`src/rtl/lpf_sequencer.sv`:
```
// Sequencer for the moving-average LPF: registers ADC samples, issues shift enables and
// clears, tracks window fill, flags full-window means, decimates them and watches for lost samples.
module lpf_sequencer #(
    parameter int NBIT      = 32,
    parameter int DEPTH     = 32,
    parameter int DEC       = 8,
    parameter int TIMEOUT   = 1000,
    parameter int FLUSH_CYC = 2,
    localparam int FW = $clog2(DEPTH + 1),
    localparam int DW = $clog2(DEC + 1),
    localparam int WW = $clog2(TIMEOUT + 1),
    localparam int CW = (FLUSH_CYC > 1) ? $clog2(FLUSH_CYC) : 1
) (
    input  logic                   i_clock,
    input  logic                   i_RESET,
    input  logic                   i_enable,
    input  logic                   i_sample,
    input  logic                   i_flush,
    input  logic signed [NBIT-1:0] i_data,
    output logic signed [NBIT-1:0] o_data,
    output logic                   o_shift_en,
    output logic                   o_clear,
    output logic                   o_mean_strobe,
    output logic                   o_dec_strobe,
    output logic [FW-1:0]          o_fill_count,
    output logic [1:0]             o_state,
    output logic                   o_stale
);

    typedef enum logic [1:0] {
        IDLE  = 2'b00,
        FLUSH = 2'b01,
        FILL  = 2'b10,
        RUN   = 2'b11
    } state_t;

    state_t                 state_q, state_d;
    logic [CW-1:0]          fcnt_q, fcnt_d;
    logic [FW-1:0]          fill_q, fill_d;
    logic [DW-1:0]          dcnt_q, dcnt_d;
    logic [WW-1:0]          wd_q, wd_d;
    logic signed [NBIT-1:0] data_q, data_d;
    logic                   shift_q, shift_d;
    logic                   clear_q, clear_d;
    logic                   mean_q, mean_d;
    logic                   dec_q, dec_d;
    logic                   stale_q, stale_d;

    logic active, accept, timeout;

    always_comb begin
        active  = (state_q == FILL) || (state_q == RUN);
        accept  = active && i_enable && i_sample && !i_flush;
        timeout = active && !accept && (wd_q == WW'(TIMEOUT - 1));

        state_d = state_q;
        fcnt_d  = fcnt_q;
        fill_d  = fill_q;
        dcnt_d  = dcnt_q;
        wd_d    = wd_q;
        data_d  = data_q;
        stale_d = stale_q;
        shift_d = 1'b0;
        clear_d = 1'b0;
        mean_d  = 1'b0;
        dec_d   = 1'b0;

        if (!i_enable) begin
            // Dropping enable cancels anything in flight and parks all counters.
            state_d = IDLE;
            fcnt_d  = '0;
            fill_d  = '0;
            dcnt_d  = '0;
            wd_d    = '0;
            stale_d = 1'b0;
        end else begin
            case (state_q)
                IDLE: begin
                    state_d = FLUSH;
                    fcnt_d  = '0;
                    clear_d = 1'b1;
                end
                FLUSH: begin
                    clear_d = 1'b1;
                    fill_d  = '0;
                    dcnt_d  = '0;
                    wd_d    = '0;
                    if (i_flush) begin
                        fcnt_d = '0;
                    end else if (fcnt_q == CW'(FLUSH_CYC - 1)) begin
                        state_d = FILL;
                        clear_d = 1'b0;
                        fcnt_d  = '0;
                    end else begin
                        fcnt_d = fcnt_q + 1'b1;
                    end
                end
                default: begin
                    if (i_flush || timeout) begin
                        state_d = FLUSH;
                        clear_d = 1'b1;
                        fcnt_d  = '0;
                        fill_d  = '0;
                        dcnt_d  = '0;
                        wd_d    = '0;
                        stale_d = stale_q | timeout;
                    end else begin
                        // Previous cycle's shift left the window full: LPF output is a fresh mean.
                        if (shift_q && (fill_q == FW'(DEPTH))) begin
                            mean_d = 1'b1;
                            if (dcnt_q == DW'(DEC - 1)) begin
                                dec_d  = 1'b1;
                                dcnt_d = '0;
                            end else begin
                                dcnt_d = dcnt_q + 1'b1;
                            end
                        end
                        if (accept) begin
                            data_d  = i_data;
                            shift_d = 1'b1;
                            wd_d    = '0;
                            stale_d = 1'b0;
                            if (fill_q != FW'(DEPTH))
                                fill_d = fill_q + 1'b1;
                        end else begin
                            wd_d = wd_q + 1'b1;
                        end
                        if (fill_d == FW'(DEPTH))
                            state_d = RUN;
                    end
                end
            endcase
        end
    end

    always_ff @(posedge i_clock or negedge i_RESET) begin
        if (!i_RESET) begin
            state_q <= IDLE;
            fcnt_q  <= '0;
            fill_q  <= '0;
            dcnt_q  <= '0;
            wd_q    <= '0;
            data_q  <= '0;
            shift_q <= 1'b0;
            clear_q <= 1'b0;
            mean_q  <= 1'b0;
            dec_q   <= 1'b0;
            stale_q <= 1'b0;
        end else begin
            state_q <= state_d;
            fcnt_q  <= fcnt_d;
            fill_q  <= fill_d;
            dcnt_q  <= dcnt_d;
            wd_q    <= wd_d;
            data_q  <= data_d;
            shift_q <= shift_d;
            clear_q <= clear_d;
            mean_q  <= mean_d;
            dec_q   <= dec_d;
            stale_q <= stale_d;
        end
    end

    assign o_data        = data_q;
    assign o_shift_en    = shift_q;
    assign o_clear       = clear_q;
    assign o_mean_strobe = mean_q;
    assign o_dec_strobe  = dec_q;
    assign o_fill_count  = fill_q;
    assign o_state       = state_q;
    assign o_stale       = stale_q;

endmodule

```
`config.mk`:
```
export PLATFORM = sky130hd
export DESIGN_NAME = lpf_sequencer
export DESIGN_NICKNAME = d
export VERILOG_FILES = /design/src/rtl/lpf_sequencer.sv
export SDC_FILE = /design/constraint.sdc
export NUM_CORES = 1
export LEC_CHECK = 0
export BUFFER_PORTS_ARGS = -buffer_cell sky130_fd_sc_hd__clkbuf_2
export CAP_MARGIN = 20
export CELL_PAD_IN_SITES_DETAIL_PLACEMENT = 0
export CELL_PAD_IN_SITES_GLOBAL_PLACEMENT = 1
export CORE_MARGIN = 4
export CORE_UTILIZATION = 38
export CTS_CLUSTER_SIZE = 12
export DETAILED_ROUTE_END_ITERATION = 7
export HOLD_SLACK_MARGIN = 0.15
export PLACE_DENSITY = 0.88
export REMOVE_ABC_BUFFERS = 1
export SLEW_MARGIN = 20
export SYNTH_ARGS = -nofsm -noshare
export SYNTH_HDL_FRONTEND = slang
export SYNTH_SLANG_ARGS = --single-unit
export TNS_END_PERCENT = 1
```
`constraint.sdc`:
```
create_clock -name i_clock -period 2.25 [get_ports i_clock]
set_input_delay 0.3375 -clock i_clock [delete_from_list [all_inputs] [get_ports i_clock]]
set_output_delay 0.3375 -clock i_clock [all_outputs]
set_load 0.01 [all_outputs]
```
Yosys cells after proc, flatten, opt, wreduce, memory -nomap -nowiden

Cells that the tools add are included.

Output and inout bits: 45
Bits of input ports: 37
Register bits after elaboration: 60
Word-level logic and storage cells: 100

Mux-type cells: 50
Equality and inequality tests: 16
Reductions and logical operators: 16
Bitwise operators: 3
$add $sub $neg: 4

Operators with widths:

| operator              | count |
|---|---|
| $mux 6                | 7 |
| $mux 10               | 3 |
| $mux 1                | 25 |
| $pmux 10 s2           | 1 |
| $mux 4                | 4 |
| $eq 6x6->1 const B    | 2 |
| $pmux 6 s2            | 1 |
| $add 10x1->10 const B | 1 |
| $eq 10x10->1 const B  | 1 |
| $mux 2                | 5 |
| $ne 4x1->1 const B    | 2 |
| $pmux 4 s2            | 1 |
| $add 6x1->6 const B   | 1 |
| $logic_and 1x1->1     | 6 |
| $ne 3x3->1 const B    | 2 |
| $ne 6x6->1 const B    | 1 |
| $ne 5x1->1 const B    | 1 |
| $add 4x1->4 const B   | 1 |
| $eq 2x2->1 const B    | 2 |
| $eq 4x3->1 const B    | 1 |
| $ne 2x2->1 const B    | 2 |
| $pmux 1 s2            | 2 |
| $pmux 2 s2            | 1 |
| $reduce_and 2->1      | 2 |
| 11 further kinds      | 14 |

Longest topological paths before layout

Word-level depth: 17
Gate-level depth with buffers: 8
Mapped depth without buffers: 7

Least setup slack after synthesis

No wires, ideal clock.

Path type: reg-to-reg
From: register wd_q[0]
To: register dcnt_q[1]
Path buffers: 0
Period minus slack after synthesis: 1,860 ps
Stages on the path, launching flop included: 7
Data arrival time: 1,739 ps
Setup time: 121 ps
Setup slack: 390 ps
Data required time: 2,129 ps
Cell sequence: dfrtp_1 -> ha_1 -> nand4_4 -> o41ai_4 -> nand2b_1 -> inv_2 -> a22o_1

Longest elaborated chain between the ends: 6
Elaborated cells on any way between the ends: 8
Classes of those cells: eq/ne: 2; mux: 3; reduce/logical: 3

Ends and longest elaborated chain:

| what                   | RTL line | RTL |
|---|---|---|
| start, declared        | 41       | `logic [WW-1:0] wd_q, wd_d;` |
| start signal, assigned | 154      | `wd_q <= wd_d;` |
| $eq 10x10->1 (*)       | 54       | `timeout = active && !accept && (wd_q == WW'(TIMEOUT - 1));` |
| $logic_and 1x1->1 (*)  | 54       |  |
| $logic_or 1x1->1 (*)   | 99       | `if (i_flush \|\| timeout) begin` |
| $mux 4                 | 99       |  |
| $pmux 4 s2             | 77       | `case (state_q)` |
| $mux 4                 | 68       | `if (!i_enable) begin` |
| end signal, assigned   | 153      | `dcnt_q <= dcnt_d;` |
| end, declared          | 40       | `logic [DW-1:0] dcnt_q, dcnt_d;` |

Every way passes the cells marked *; elsewhere a longest branch is shown, timed or not.
A chain may end at the register's enable or synchronous reset.

Worst setup path after layout

From: register wd_q[1]
To: register wd_q[8]

Longest elaborated chain between the ends: 6
Elaborated cells on any way between the ends: 8
Classes of those cells: add/sub: 1; eq/ne: 1; mux: 4; reduce/logical: 2

Ends and longest elaborated chain:

| what                                                  | RTL line |
|---|---|
| branches (longest 3 deep; another with $add 10x1->10) | -- |
| $mux 10 (*)                                           | 99 |
| $pmux 10 s2 (*)                                       | 77 |
| $mux 10 (*)                                           | 68 |

Every way passes the cells marked *.

==> results.md <==
- Die X: 93.5 um
- Initial Util: 40.0%
- Fill cells: 687
- DRT antenna net count: 0
- Min cycle time layout: 1.99 ns
- Final worst-path cycle share: 88.6%
- Core area: 6940 sq um
- CP required: 2.48 ns
- Dpl cell area: 3320 sq um
- Switching pwr: 0.607 mW
- Insertion delay to the later sink of the worst-skew pair: 0.36 ns
- Via count: 2307
- First-pass GRT wire length: 11.2 mm
- Post-Synthesis Cells: 293
- Outcome: finished, final reports clean
- IO Count: 82
- DRC Markers: 0
- Seq. cell area: 1500 sq um
- Final Slew Violations: 0
- Syn. warnings: 0
- Crit path kind: flip-flop to flip-flop
- Crit. End Element: flip-flop
- GRT Resource Usage Total: 16.4%
- Clk root buf: clkbuf_8
- Largest net degree at the start of global routing: 34
- Most frequent cells in the layout: nand2_1, clkbuf_2, dfrtp_1
- CTS max path bufs: 2
- Worst hold path type: input pin to flip-flop
- Postcts setup bufs: 0
- EDFF count, synth: 0
- Flop pwr share: 46.9%
- Internal Power: 1.83 mW
- Sinks on Clock Net: 60
- Total global routing overflow: 0
- Slew @ Worst Pin: 0.475 ns
- Port Buffers: 81
- Crit path arrival time: 2.23 ns
- HPWL after DPL: 4.85 mm
- Post-CTS Hold Buffers: 1
- Routability-driven placement congestion ratio: 0.883
- Yosys reg bits: 60
- Worst-path clk slew: 0.08 ns
- CTS H-tree depth: 3
- Final nets: 422
- Initial antenna violation count: 0
- Share of flip-flops with an asynchronous set or reset: 100%
- Top_reg_cell synth: dfrtp_1
- Sequential element share of the synthesized area: 54.1%
- Drt wl/cell: 13.9 um
- DRT Pass-1 Iters: 4
- Num rows: 30
- Max Clock Skew: 0.0117 ns
- Finished Cell Area: 3550 sq um
- Clock share of power: 45.1%
- Vias in the first global route: 2359
- Final core utilization: 51.1%
- Final setup fails: 0
- Syn avg cell area: 9.48 sq um
- Multi-input gate area: 1210 sq um
- Die height: 93.5 um
- Combinational Power Share: 8.0%
- Initial drt markers: 150
- Num CTS Buffers: 9
- Yosys cell types: 49
- Unrepaired setup endpoints after global routing: no
- Worst VDD drop: 0.315 mV
- Startpoint class of the critical path: flip-flop
- Net Sw Frac: 24.9%
- # diodes: 0
- P_leak: 1.91 nW
- PwrDens: 687 nW/um^2
- CTS tree: yes
- Slew HR: 67.9%
- Tot Pwr: 2.44 mW
- Maximum fanout along the worst path: 7
- P&R area growth vs syn: 27.8%
- Post-Route WL: 6.70 mm
- Post-CTS Resized: 0
- Synth Cell Area: 2780 sq um
- Fin. Hold Viols: 0
- Via density per instance: 4.79
- Most common cell after layout, fill and taps aside: nand2_1
- Min Hold Slack: 0.164 ns
- Die Area: 8740 sq um
- Number of max-cap violations: 0
- Max Clock Freq: 0.502 GHz
- Fraction of layout cells with a size suffix above 1: 30.3%
[synth_stat cells, types with 4 or more instances]
library cell  number  share of area [%]
nand2_1          106                 14
dfrtp_1           60                 54
nor2_1            13                1.8
o21ai_0           11                2.0
nand3_1            7                1.3
clkbuf_1           6               0.81
nand2b_1           6                1.4
ha_1               4                1.8
inv_1              4               0.54
nor3_1             4               0.72
xnor2_1            4                1.3
[through the flow]
stage                     TNS [ns]  instances  setup WS (ns)
after floorplan             -0.108        282        -0.0838
after global placement           0        465          0.367
after detailed placement         0        465          0.282
after CTS                        0        482          0.266
after global routing             0        482         0.0737
final                            0        482          0.256
[routing by layer]
layer  routed length (um)  global-route usage (%)  part of all wire (%)
met3                  275                    2.74                   4.1
met2                 3410                    28.1                    51
met4                  178                    9.65                   2.7
met5                    0                       0                     0
met1                 2840                    19.3                    42
[path summary, 6_finish.rpt]
kind	cells after the start	slack [ns]	end	start
max	6	0.26	wd_q[8]	wd_q[1]
min	3	0.16	o_data[0]	i_data[0]
max reg2reg	6	0.26	wd_q[8]	wd_q[1]
min reg2reg	2	0.48	o_data[10]	o_data[10]
max in group asynchronous	3	1.20	o_clear	i_RESET
min in group asynchronous	2	0.45	o_data[18]	i_RESET
[state kept, by name (all words and copies together) (netlist names)]
register       count
o_fill_count       6
o_stale            1
fcnt_q             1
o_state            2
o_dec_strobe       1
o_shift_en         1
o_clear            1
o_data            32
wd_q              10
dcnt_q             4
o_mean_strobe      1
[critical path: stages (launching register included)]
cell and delay, ns:
dfrtp_1 0.39, ha_1 0.29, nand4_4 0.18, nor3_2 0.43, or3b_1 0.28, o21ai_0 0.12, a21o_1 0.18
[power groups by stage]
stage | registers, mW | logic [mW] | clock network (mW)
3_5_place_dp | 1.17 | 0.197 | 0
3_3_place_gp | 1.16 | 0.195 | 0
6_report | 1.14 | 0.195 | 1.10
4_1_cts | 1.14 | 0.200 | 1.13
2_1_floorplan | 1.19 | 0.0518 | 0
5_1_grt | 1.15 | 0.219 | 1.17
[cell families (layout without fill, tap and decap cells)]
| group | Yosys count | count (layout) | synth area share [%] |
|---|---|---|---|
| DFF | 60 | 60 | 54.1 |
| AOI/OAI and AO/OA | 39 | 39 | 10.5 |
| adders and majority gates | 4 | 4 | 1.80 |
| xor gates and xnor gates | 5 | 5 | 1.58 |
| and+or+nand+nor | 163 | 163 | 27.7 |
| buffers and inverters | 17 | 110 | 2.39 |
| muxes | 5 | 5 | 1.89 |
[cell type report]
cell class                      instances  share of cell area (%)
Sequential cell                        60                    42.3
Multi-Input combinational cell        216                    34.1
Timing Repair Buffer                   88                    13.3
Clock buffer                            9                    3.49
Tap cell                               96                    3.39
Clock inverter                          7                    2.79
Inverter                                6                   0.635
Power figures use the tool's default switching activity.
